--- src/rtl/mul_sequencer_if.sv ---
// Execute-stage multiply handshake: operands and start/abort from the pipeline,
// stall/done strobes and the flagged result back.
interface mul_sequencer_if #(
  parameter int WIDTH = 32
);
  logic             Start;
  logic             Accumulate;
  logic [WIDTH-1:0] OpA;
  logic [WIDTH-1:0] OpB;
  logic [WIDTH-1:0] Addend;
  logic             Abort;
  logic             StallMul;
  logic             Busy;
  logic             Done;
  logic [WIDTH-1:0] Result;
  logic             ResN;
  logic             ResZ;

  modport master (
    output Start, Accumulate, OpA, OpB, Addend, Abort,
    input  StallMul, Busy, Done, Result, ResN, ResZ
  );

  modport slave (
    input  Start, Accumulate, OpA, OpB, Addend, Abort,
    output StallMul, Busy, Done, Result, ResN, ResZ
  );
endinterface

--- src/rtl/mul_sequencer.sv ---
// Iterative shift-add MUL/MLA: Done WIDTH/BPC+1 cycles after Start (+1 for MLA), fewer with EARLY_EXIT.
// Backpressure: stalls F/D/E from the accepting Start cycle until the DONE cycle; Abort returns to IDLE.
module mul_sequencer #(
  parameter int WIDTH      = 32,
  parameter int BPC        = 1,
  parameter int EARLY_EXIT = 0
) (
  input  logic           clk,
  input  logic           reset,
  mul_sequencer_if.slave bus
);
  localparam int N  = WIDTH / BPC;
  localparam int CW = (N > 1) ? $clog2(N) : 1;

  typedef enum logic [1:0] {IDLE, RUN, ACC, DONE} state_t;

  state_t           state, stateNext;
  logic [WIDTH-1:0] mA, mulB, p, addend, result;
  logic [WIDTH-1:0] partial, pNext, mANext, mulBNext;
  logic [CW-1:0]    cnt;
  logic             accFlag;
  logic             accept;
  logic             lastRun;

  // Partial product of the multiplicand with the low BPC multiplier bits.
  always_comb begin
    partial = '0;
    for (int i = 0; i < BPC; i++) begin
      if (mulB[i]) partial = partial + (mA << i);
    end
    pNext    = p + partial;
    mANext   = mA << BPC;
    mulBNext = mulB >> BPC;
    lastRun  = (cnt == '0) || ((EARLY_EXIT != 0) && (mulBNext == '0));
  end

  always_comb begin
    stateNext = state;
    accept    = 1'b0;
    case (state)
      IDLE: begin
        if (bus.Start) begin
          accept    = 1'b1;
          stateNext = RUN;
        end
      end
      RUN: begin
        if (lastRun) stateNext = accFlag ? ACC : DONE;
      end
      ACC: stateNext = DONE;
      DONE: begin
        if (bus.Start) begin
          accept    = 1'b1;
          stateNext = RUN;
        end else begin
          stateNext = IDLE;
        end
      end
      default: stateNext = IDLE;
    endcase
    // Abort outranks everything, including a same-cycle Start.
    if (bus.Abort) begin
      stateNext = IDLE;
      accept    = 1'b0;
    end
  end

  always_ff @(posedge clk or negedge reset) begin
    if (!reset) begin
      state   <= IDLE;
      mA      <= '0;
      mulB    <= '0;
      p       <= '0;
      addend  <= '0;
      accFlag <= 1'b0;
      cnt     <= '0;
      result  <= '0;
    end else begin
      state <= stateNext;
      if (accept) begin
        mA      <= bus.OpA;
        mulB    <= bus.OpB;
        addend  <= bus.Addend;
        accFlag <= bus.Accumulate;
        p       <= '0;
        cnt     <= CW'(N - 1);
      end else if (state == RUN && !bus.Abort) begin
        p    <= pNext;
        mA   <= mANext;
        mulB <= mulBNext;
        if (cnt != '0) cnt <= cnt - 1'b1;
      end else if (state == ACC && !bus.Abort) begin
        p <= p + addend;
      end
      // Result only moves on entry to DONE, so it holds across IDLE and aborts.
      if (stateNext == DONE) result <= (state == ACC) ? (p + addend) : pNext;
    end
  end

  assign bus.Busy     = (state == RUN) || (state == ACC);
  assign bus.Done     = (state == DONE);
  assign bus.StallMul = (((state == IDLE) || (state == DONE)) && bus.Start && !bus.Abort) || bus.Busy;
  assign bus.Result   = result;
  assign bus.ResN     = result[WIDTH-1];
  assign bus.ResZ     = (result == '0);
endmodule

--- src/flat_wrapper.sv ---
// flat-port wrapper written by rule: the top's interface ports become plain ports
module mul_sequencer_flat 
#(
  parameter int WIDTH      = 32,
  parameter int BPC        = 1,
  parameter int EARLY_EXIT = 0
)
  (clk, reset, bus_Start, bus_Accumulate, bus_OpA, bus_OpB, bus_Addend, bus_Abort, bus_StallMul, bus_Busy, bus_Done, bus_Result, bus_ResN, bus_ResZ);
  mul_sequencer_if #(.WIDTH(WIDTH)) bus_i ();
  input  logic clk;
  input  logic reset;
  input wire logic [$bits(bus_i.Start)-1:0] bus_Start;
  input wire logic [$bits(bus_i.Accumulate)-1:0] bus_Accumulate;
  input wire logic [$bits(bus_i.OpA)-1:0] bus_OpA;
  input wire logic [$bits(bus_i.OpB)-1:0] bus_OpB;
  input wire logic [$bits(bus_i.Addend)-1:0] bus_Addend;
  input wire logic [$bits(bus_i.Abort)-1:0] bus_Abort;
  output wire logic [$bits(bus_i.StallMul)-1:0] bus_StallMul;
  output wire logic [$bits(bus_i.Busy)-1:0] bus_Busy;
  output wire logic [$bits(bus_i.Done)-1:0] bus_Done;
  output wire logic [$bits(bus_i.Result)-1:0] bus_Result;
  output wire logic [$bits(bus_i.ResN)-1:0] bus_ResN;
  output wire logic [$bits(bus_i.ResZ)-1:0] bus_ResZ;
  assign bus_i.Start = bus_Start;
  assign bus_i.Accumulate = bus_Accumulate;
  assign bus_i.OpA = bus_OpA;
  assign bus_i.OpB = bus_OpB;
  assign bus_i.Addend = bus_Addend;
  assign bus_i.Abort = bus_Abort;
  assign bus_StallMul = bus_i.StallMul;
  assign bus_Busy = bus_i.Busy;
  assign bus_Done = bus_i.Done;
  assign bus_Result = bus_i.Result;
  assign bus_ResN = bus_i.ResN;
  assign bus_ResZ = bus_i.ResZ;
  mul_sequencer #(.WIDTH(WIDTH), .BPC(BPC), .EARLY_EXIT(EARLY_EXIT)) u_core (.clk(clk), .reset(reset), .bus(bus_i));
endmodule
--- config.mk ---
export PLATFORM = sky130hd
export DESIGN_NAME = mul_sequencer_flat
export DESIGN_NICKNAME = d
export VERILOG_FILES = /design/src/rtl/mul_sequencer_if.sv /design/src/rtl/mul_sequencer.sv /design/src/flat_wrapper.sv
export SDC_FILE = /design/constraint.sdc
export NUM_CORES = 1
export LEC_CHECK = 0
export BUFFER_PORTS_ARGS = -buffer_cell sky130_fd_sc_hd__buf_4
export CORE_MARGIN = 5
export CORE_UTILIZATION = 52
export DETAILED_ROUTE_END_ITERATION = 8
export GPL_ROUTABILITY_DRIVEN = 0
export GPL_TIMING_DRIVEN = 1
export PLACE_DENSITY = 0.73
export SLEW_MARGIN = 20
export SYNTH_ARGS = -nofsm -noshare
export SYNTH_HDL_FRONTEND = slang
export SYNTH_SLANG_ARGS = --single-unit
--- constraint.sdc ---
create_clock -name clk -period 4 [get_ports clk]
set_input_delay 0.4 -clock clk [delete_from_list [all_inputs] [get_ports clk]]
set_output_delay 0.4 -clock clk [all_outputs]
set_load 0.02 [all_outputs]
==> results.cfg, run 1 <==
[floorplanning]
die_width_um = 154
cell_rows = 52
initial_core_util = 0.531
core_mm2 = 0.0203
top_ports = 138
height_of_the_die_um = 154
die_area_mm2 = 0.0237

[synthesis]
synth_seq_area_share = 0.390
synthesized_area_per_cell_um2 = 8.15
ys_top_cells_by_area = sky130_fd_sc_hd__dfrtp_1 39%, sky130_fd_sc_hd__nand2_1 12%, sky130_fd_sc_hd__ha_1 7.8%
ys_ff_latch = 168
synth.lib_cells_used.distinct = 65
mappedNetlistNets = 1493
syn_area_mm2 = 0.0108
synth-edff-count = 0
synth_async_sr_flop_share = 1.00
syn_inst = 1323
largest_area_contributor_in_the_netlist = sky130_fd_sc_hd__dfrtp_1
yosys_most_used_dff = sky130_fd_sc_hd__dfrtp_1
yosys_warnings = 0
proportion_of_netlist_area_held_by_the_largest_area_contributor = 0.390

[placement]
placed_cell_area_mm2 = 0.0120
dp.final_hpwl_um = 21300
place_ws_ns = 0.597
placement.io_buffers = 137

[pwr]
power-per-cell-area_mw_per_mm2 = 616
intPower_mw = 4.56
seq_power_share = 0.316
relative_contribution_of_combinational_cells_to_total_power = 0.468
power.clock.fraction = 0.216
total_leakage_power_nw = 6.14
p_sw_frac = 0.414
ir_drop_mv = 0.313
power.net_switching_mw = 3.22

[timing]
grt_setup_unrepaired = false
maximum_clock_skew_at_final_layout_ns = 0.0126
setup-tns-final_ns = 0
timing.final.max_slew_violations = 0
post-route-min-period_ns = 3.44
slew-limit-headroom = 0.330
timing.fmax_mhz = 291
layout_setup_ws_ns = 0.565
fin_crit_sh = 0.859
finalHoldViolCount = 0
tightestPinTransition_ns = 1.01
setup-violations-final = 0

[worst_setup_path]
critical_path.reg2reg.endpoint = u_core.p[30]$_DFFE_PN0P_
reg2reg_from = u_core.mulB[0]$_DFFE_PN0P_
crit_path_max_incr_delay_ns = 0.53
worst_r2r_path_depth = 13
path_type_of_the_worst_setup_path = reg2reg
timing.critical_path.fanout_max = 19
crit_path_start = u_core.mulB[0]$_DFFE_PN0P_
worstPathCellList = and2_1 > ha_1 > fa_1 > a211oi_1 > nor2_1 > o22ai_2 > o21ai_2 > a311oi_2 > o211ai_1 > a41oi_1 > xnor2_1 > a22oi_1 > o22ai_1
critPathCapture = u_core.p[30]$_DFFE_PN0P_
rrSetupSlack_ns = 0.56
cp_data_required_time_ns = 4.29
data_arrival_time_at_the_worst_slack_endpoint_ns = 3.72
worst_path_cell_with_the_longest_stage_delay = sky130_fd_sc_hd__dfrtp_1
end_kind = flop
critPathLaunchType = flop

[layout]
most-common-layout-cells = 338 x sky130_fd_sc_hd__nand2_1, 168 x sky130_fd_sc_hd__dfrtp_1, 150 x sky130_fd_sc_hd__buf_4, 131 x sky130_fd_sc_hd__nor2_1, 75 x sky130_fd_sc_hd__a21oi_1
flow.area_growth_from_synthesis_pct = 17.3
mostFrequentLayoutCell = sky130_fd_sc_hd__nand2_1
postLayoutCellArea_mm2 = 0.0126
final_layout_size_suffix_gt1_frac = 0.143
n_antenna_cell = 0
layout.nets = 1595

[detailed_routing]
routed-via-count = 9896
avgRoutedWirePerCell_um = 17.2
drc = 0
routed_wirelength_um = 29300
viasPerCell = 5.80
drt_first_pass_iters = 6
dr.first_iter.drc_count = 990
antenna_left = 0

[clocking]
hold_buffers = 0
clkSinkCount = 168
tritoncts_clock_tree = built
number_of_h_tree_levels = 4
clock_edge_transition_at_the_registers_on_the_reported_setup_and_hold_paths_ns = 0.07
clock_latency_ns = 0.44
postCtsSetupRepairBufs = 0
clockBufferDepth = 2
cts_buffers = 17
cts.repair.resized = 0
cts_root_buffer = sky130_fd_sc_hd__clkbuf_16

[grt]
grt_usage = 0.247
grt_remaining_overflow = 0
grt_first_pass_wirelength_um = 48400
grt_max_degree = 96
number_of_antenna_violations_at_the_first_check_in_global_routing = 0
via_count_of_the_first_global_routing_pass = 9335

[job]
maxCapViolations = 0

[run_status]
status = finished clean

[hold_path]
min-delay-path-class = in2async
==> area by class of cell <==
cell class	count	area, um2
sequential	168	4200
clock buffer	19	453
clock inverter	12	140
timing repair buffer	153	1180
multi-input combinational	1073	6280
inverter	12	45.0
tap	270	338
fill	1805	7660
==> worst max-delay path, delay by kind of cell (launching register included) <==
family | cells | cell delay [ns]
DFF | 1 | 0.53
and+or+nand+nor | 2 | 0.35
xor gates and xnor gates | 1 | 0.11
adders and majority gates | 2 | 0.69
AOI/OAI and AO/OA | 8 | 1.61
==> Yosys cell counts, types with 12 or more instances <==
cell type	count
sky130_fd_sc_hd__inv_1	12
sky130_fd_sc_hd__mux2i_1	18
sky130_fd_sc_hd__a21o_1	32
sky130_fd_sc_hd__o21a_1	14
sky130_fd_sc_hd__and2_1	37
sky130_fd_sc_hd__nand2_1	338
sky130_fd_sc_hd__clkbuf_1	64
sky130_fd_sc_hd__nand3_1	13
sky130_fd_sc_hd__a31oi_1	74
sky130_fd_sc_hd__ha_1	67
sky130_fd_sc_hd__a21oi_1	75
sky130_fd_sc_hd__xor2_1	17
sky130_fd_sc_hd__o21ai_0	59
sky130_fd_sc_hd__nor3_1	14
sky130_fd_sc_hd__xnor2_1	41
sky130_fd_sc_hd__nor2_1	133
sky130_fd_sc_hd__dfrtp_1	168
==> cell families (layout without fill, tap and decap cells) <==
| family | after synthesis | after routing | synth area share |
|---|---|---|---|
| adder cells (fa/ha/maj) | 69 | 69 | 0.0815 |
| XOR/XNOR | 58 | 58 | 0.0471 |
| buffers and inverters | 82 | 196 | 0.0290 |
| flip-flops | 168 | 168 | 0.390 |
| AO/OA/AOI/OAI | 341 | 341 | 0.206 |
| AND/OR/NAND/NOR | 587 | 587 | 0.229 |
| multiplexers | 18 | 18 | 0.0167 |
==> power groups by stage <==
stage	Sequential, mW	Clock (mW)	Combinational, mW
finish	2.46	1.68	3.64
global route	2.50	1.78	4.06
CTS	2.44	1.71	3.60
detailed placement	2.47	0	3.57
global placement	2.47	0	3.49
floorplan	2.34	0	2.73
==> worst min-delay path by stage <==
stage                                                    to  depth (start not counted)  slack, ns                           from
after floorplan                  u_core.accFlag$_DFFE_PN0P_                          0       0.10                          reset
after global placement         u_core.addend[0]$_DFFE_PN0P_                          2       0.47   u_core.addend[0]$_DFFE_PN0P_
after detailed placement      u_core.addend[27]$_DFFE_PN0P_                          2       0.47  u_core.addend[27]$_DFFE_PN0P_
after CTS                  u_core.bus.Result[4]$_DFFE_PN0N_                          1        0.1                          reset
after global routing               u_core.mA[0]$_DFFE_PN0P_                          3       0.14                     bus_OpA[0]
final                     u_core.bus.Result[12]$_DFFE_PN0N_                          1       0.07                          reset
==> registers in the layout, indices dropped and copies added, names as in the netlist <==
| signal | flops |
|---|---|
| u_core.mA | 32 |
| u_core.bus.Result | 32 |
| u_core.accFlag | 1 |
| u_core.p | 32 |
| u_core.addend | 32 |
| u_core.state | 2 |
| u_core.mulB | 32 |
| u_core.cnt | 5 |
==> per-layer routing <==
layer	wire length (um)	up-vias	share of wire	track usage
met2	12700	339	0.43	0.356
met1	13700	4699	0.47	0.367
met3	2540	26	0.087	0.0697
li1	-	4832	-	-
met5	0	-	0	0
met4	397	0	0.014	0.0618
==> metrics by stage <==
step	util	hold WS, ns	total power, mW	std cells
floorplan	-	0.104	5.07	1323
global placement	0.594	0.472	5.96	1676
detailed placement	0.594	0.473	6.04	1676
CTS	0.623	0.0969	7.75	1707
global route	0.623	0.138	8.34	1707
finish	0.623	0.0662	7.78	1707
Power figures use the tool's default switching activity.
==> run 2, diff against run 1 <==
--- a/config.mk
+++ b/config.mk
@@ -6,6 +6,7 @@
 export NUM_CORES = 1
 export LEC_CHECK = 0
 export BUFFER_PORTS_ARGS = -buffer_cell sky130_fd_sc_hd__buf_4
+export CAP_MARGIN = 20
 export CORE_MARGIN = 5
 export CORE_UTILIZATION = 52
 export DETAILED_ROUTE_END_ITERATION = 8
==> constraint.sdc (replaced) <==
create_clock -name clk -period 3.9 [get_ports clk]
set_input_delay 0.39 -clock clk [delete_from_list [all_inputs] [get_ports clk]]
set_output_delay 0.39 -clock clk [all_outputs]
set_load 0.02 [all_outputs]
==> results.cfg, run 2 (synthesis gave the netlist of run 1 again) <==
[run_status]
status = finished, violations left
failed_checks = negative hold slack

[clocking]
tritoncts_clock_tree = built
postCtsSetupRepairBufs = 0
clock_latency_ns = 0.43
clock_edge_transition_at_the_registers_on_the_reported_setup_and_hold_paths_ns = 0.07
number_of_h_tree_levels = 4
cts_root_buffer = sky130_fd_sc_hd__clkbuf_16
cts.repair.resized = 0
cts_buffers = 17
clockBufferDepth = 2
hold_buffers = 0
clkSinkCount = 168

[grt]
grt_first_pass_wirelength_um = 48300
via_count_of_the_first_global_routing_pass = 9486
grt_remaining_overflow = 0
grt_usage = 0.246
grt_max_degree = 92
number_of_antenna_violations_at_the_first_check_in_global_routing = 0

[floorplanning]
top_ports = 138
height_of_the_die_um = 154
initial_core_util = 0.531
die_width_um = 154
cell_rows = 52
core_mm2 = 0.0203
die_area_mm2 = 0.0237

[layout]
layout.nets = 1594
mostFrequentLayoutCell = sky130_fd_sc_hd__nand2_1
fillers = 1814
flow.area_growth_from_synthesis_pct = 17.5
most-common-layout-cells = 338 x sky130_fd_sc_hd__nand2_1, 168 x sky130_fd_sc_hd__dfrtp_1, 149 x sky130_fd_sc_hd__buf_4, 131 x sky130_fd_sc_hd__nor2_1, 75 x sky130_fd_sc_hd__a21oi_1
multi_input_gate_area_in_the_final_layout_mm2 = 0.00628
final_layout_size_suffix_gt1_frac = 0.142
layout.area.seq_mm2 = 0.00420
n_antenna_cell = 0

[worst_setup_path]
worst_r2r_path_depth = 13
reg2reg_from = u_core.mulB[0]$_DFFE_PN0P_
critPathLaunchType = flop
path_type_of_the_worst_setup_path = reg2reg
cp_data_required_time_ns = 4.20
crit_path_start = u_core.mulB[0]$_DFFE_PN0P_
data_arrival_time_at_the_worst_slack_endpoint_ns = 3.67
timing.critical_path.fanout_max = 18
end_kind = flop

[detailed_routing]
routed_wirelength_um = 29400
antenna_left = 0
dr.first_iter.drc_count = 840
routed-via-count = 9917
drt_first_pass_iters = 5
viasPerCell = 5.81
avgRoutedWirePerCell_um = 17.2
drc = 0

[pwr]
intPower_mw = 4.74
report.power.total_mw = 8.04
power.net_switching_mw = 3.30
ir_drop_mv = 0.299
seq_power_share = 0.314
total_leakage_power_nw = 6.16
power.clock.fraction = 0.222
power-per-cell-area_mw_per_mm2 = 635
relative_contribution_of_combinational_cells_to_total_power = 0.464
p_sw_frac = 0.410

[timing]
setup-violations-final = 0
maximum_clock_skew_at_final_layout_ns = 0.0106
timing.final.max_slew_violations = 0
tightestPinTransition_ns = 0.781
slew-limit-headroom = 0.474
fin_crit_sh = 0.865
finalHoldWorstSlack_ns = -0.00517
grt_setup_unrepaired = false
finalHoldViolCount = 2
timing.fmax_mhz = 296
setup-tns-final_ns = 0
post-route-min-period_ns = 3.37

[placement]
dp.final_hpwl_um = 21400
placement.io_buffers = 137

[job]
maxCapViolations = 0

[hold_path]
min-delay-path-class = in2async
run 2: final timing paths:
check | end | slack (ns)
setup reg to reg | u_core.p[30]$_DFFE_PN0P_ | 0.53
hold reg to reg | u_core.addend[25]$_DFFE_PN0P_ | 0.49
hold / removal | u_core.bus.Result[7]$_DFFE_PN0N_ | -0.005
min in group clk | u_core.addend[1]$_DFFE_PN0P_ | 0.14
max in group asynchronous | u_core.p[28]$_DFFE_PN0P_ | 2.97
setup / recovery | u_core.p[30]$_DFFE_PN0P_ | 0.53
run 2: stage by stage:
stage          cell area [um2]  std cells  hold slack (ns)  setup slack (ns)  utilization
2_1_floorplan            10800       1323           0.0944             0.898            -
3_3_place_gp             12000       1675            0.471             0.618        0.593
3_5_place_dp             12000       1675            0.471             0.553        0.593
4_1_cts                  12700       1707           0.0104             0.527        0.624
5_1_grt                  12700       1707           0.0371             0.234        0.624
6_report                 12700       1707         -0.00517             0.525        0.624
run 2: power groups by stage:
stage / clock, mW / combinational (mW) / sequential [mW]
after floorplan: 0 / 2.80 / 2.40
after global routing: 1.89 / 4.15 / 2.57
after global placement: 0 / 3.58 / 2.53
after detailed placement: 0 / 3.65 / 2.53
final: 1.79 / 3.73 / 2.52
after CTS: 1.81 / 3.68 / 2.51
run 2: critical path, stage by stage, from the launching register on:
cell	delay, ns
sky130_fd_sc_hd__dfrtp_1	0.53
sky130_fd_sc_hd__and2_1	0.22
sky130_fd_sc_hd__ha_1	0.22
sky130_fd_sc_hd__fa_1	0.46
sky130_fd_sc_hd__a211oi_1	0.23
sky130_fd_sc_hd__nor2_1	0.13
sky130_fd_sc_hd__o22ai_2	0.18
sky130_fd_sc_hd__o21ai_2	0.15
sky130_fd_sc_hd__a311oi_2	0.29
sky130_fd_sc_hd__o211ai_1	0.17
sky130_fd_sc_hd__a41oi_1	0.27
sky130_fd_sc_hd__xnor2_1	0.11
sky130_fd_sc_hd__a22oi_1	0.19
sky130_fd_sc_hd__o22ai_1	0.09
run 2: cell type report:
cell class              instances  area share
multi-input cells            1073       0.496
flip-flops and latches        168       0.332
repair buffers                152      0.0924
clock buffers                  20      0.0361
well taps                     270      0.0267
clock inverters                12      0.0128
inverters                      12     0.00356
run 2: per-layer routing:
metal | GRT usage | vias to the layer above | part of all wire | wire length (um)
li1 | - | 4819 | - | -
met2 | 0.357 | 352 | 0.43 | 12500
met4 | 0.0681 | 0 | 0.018 | 524
met1 | 0.363 | 4705 | 0.47 | 13800
met3 | 0.0646 | 41 | 0.085 | 2510
met5 | 0 | - | 0 | 0
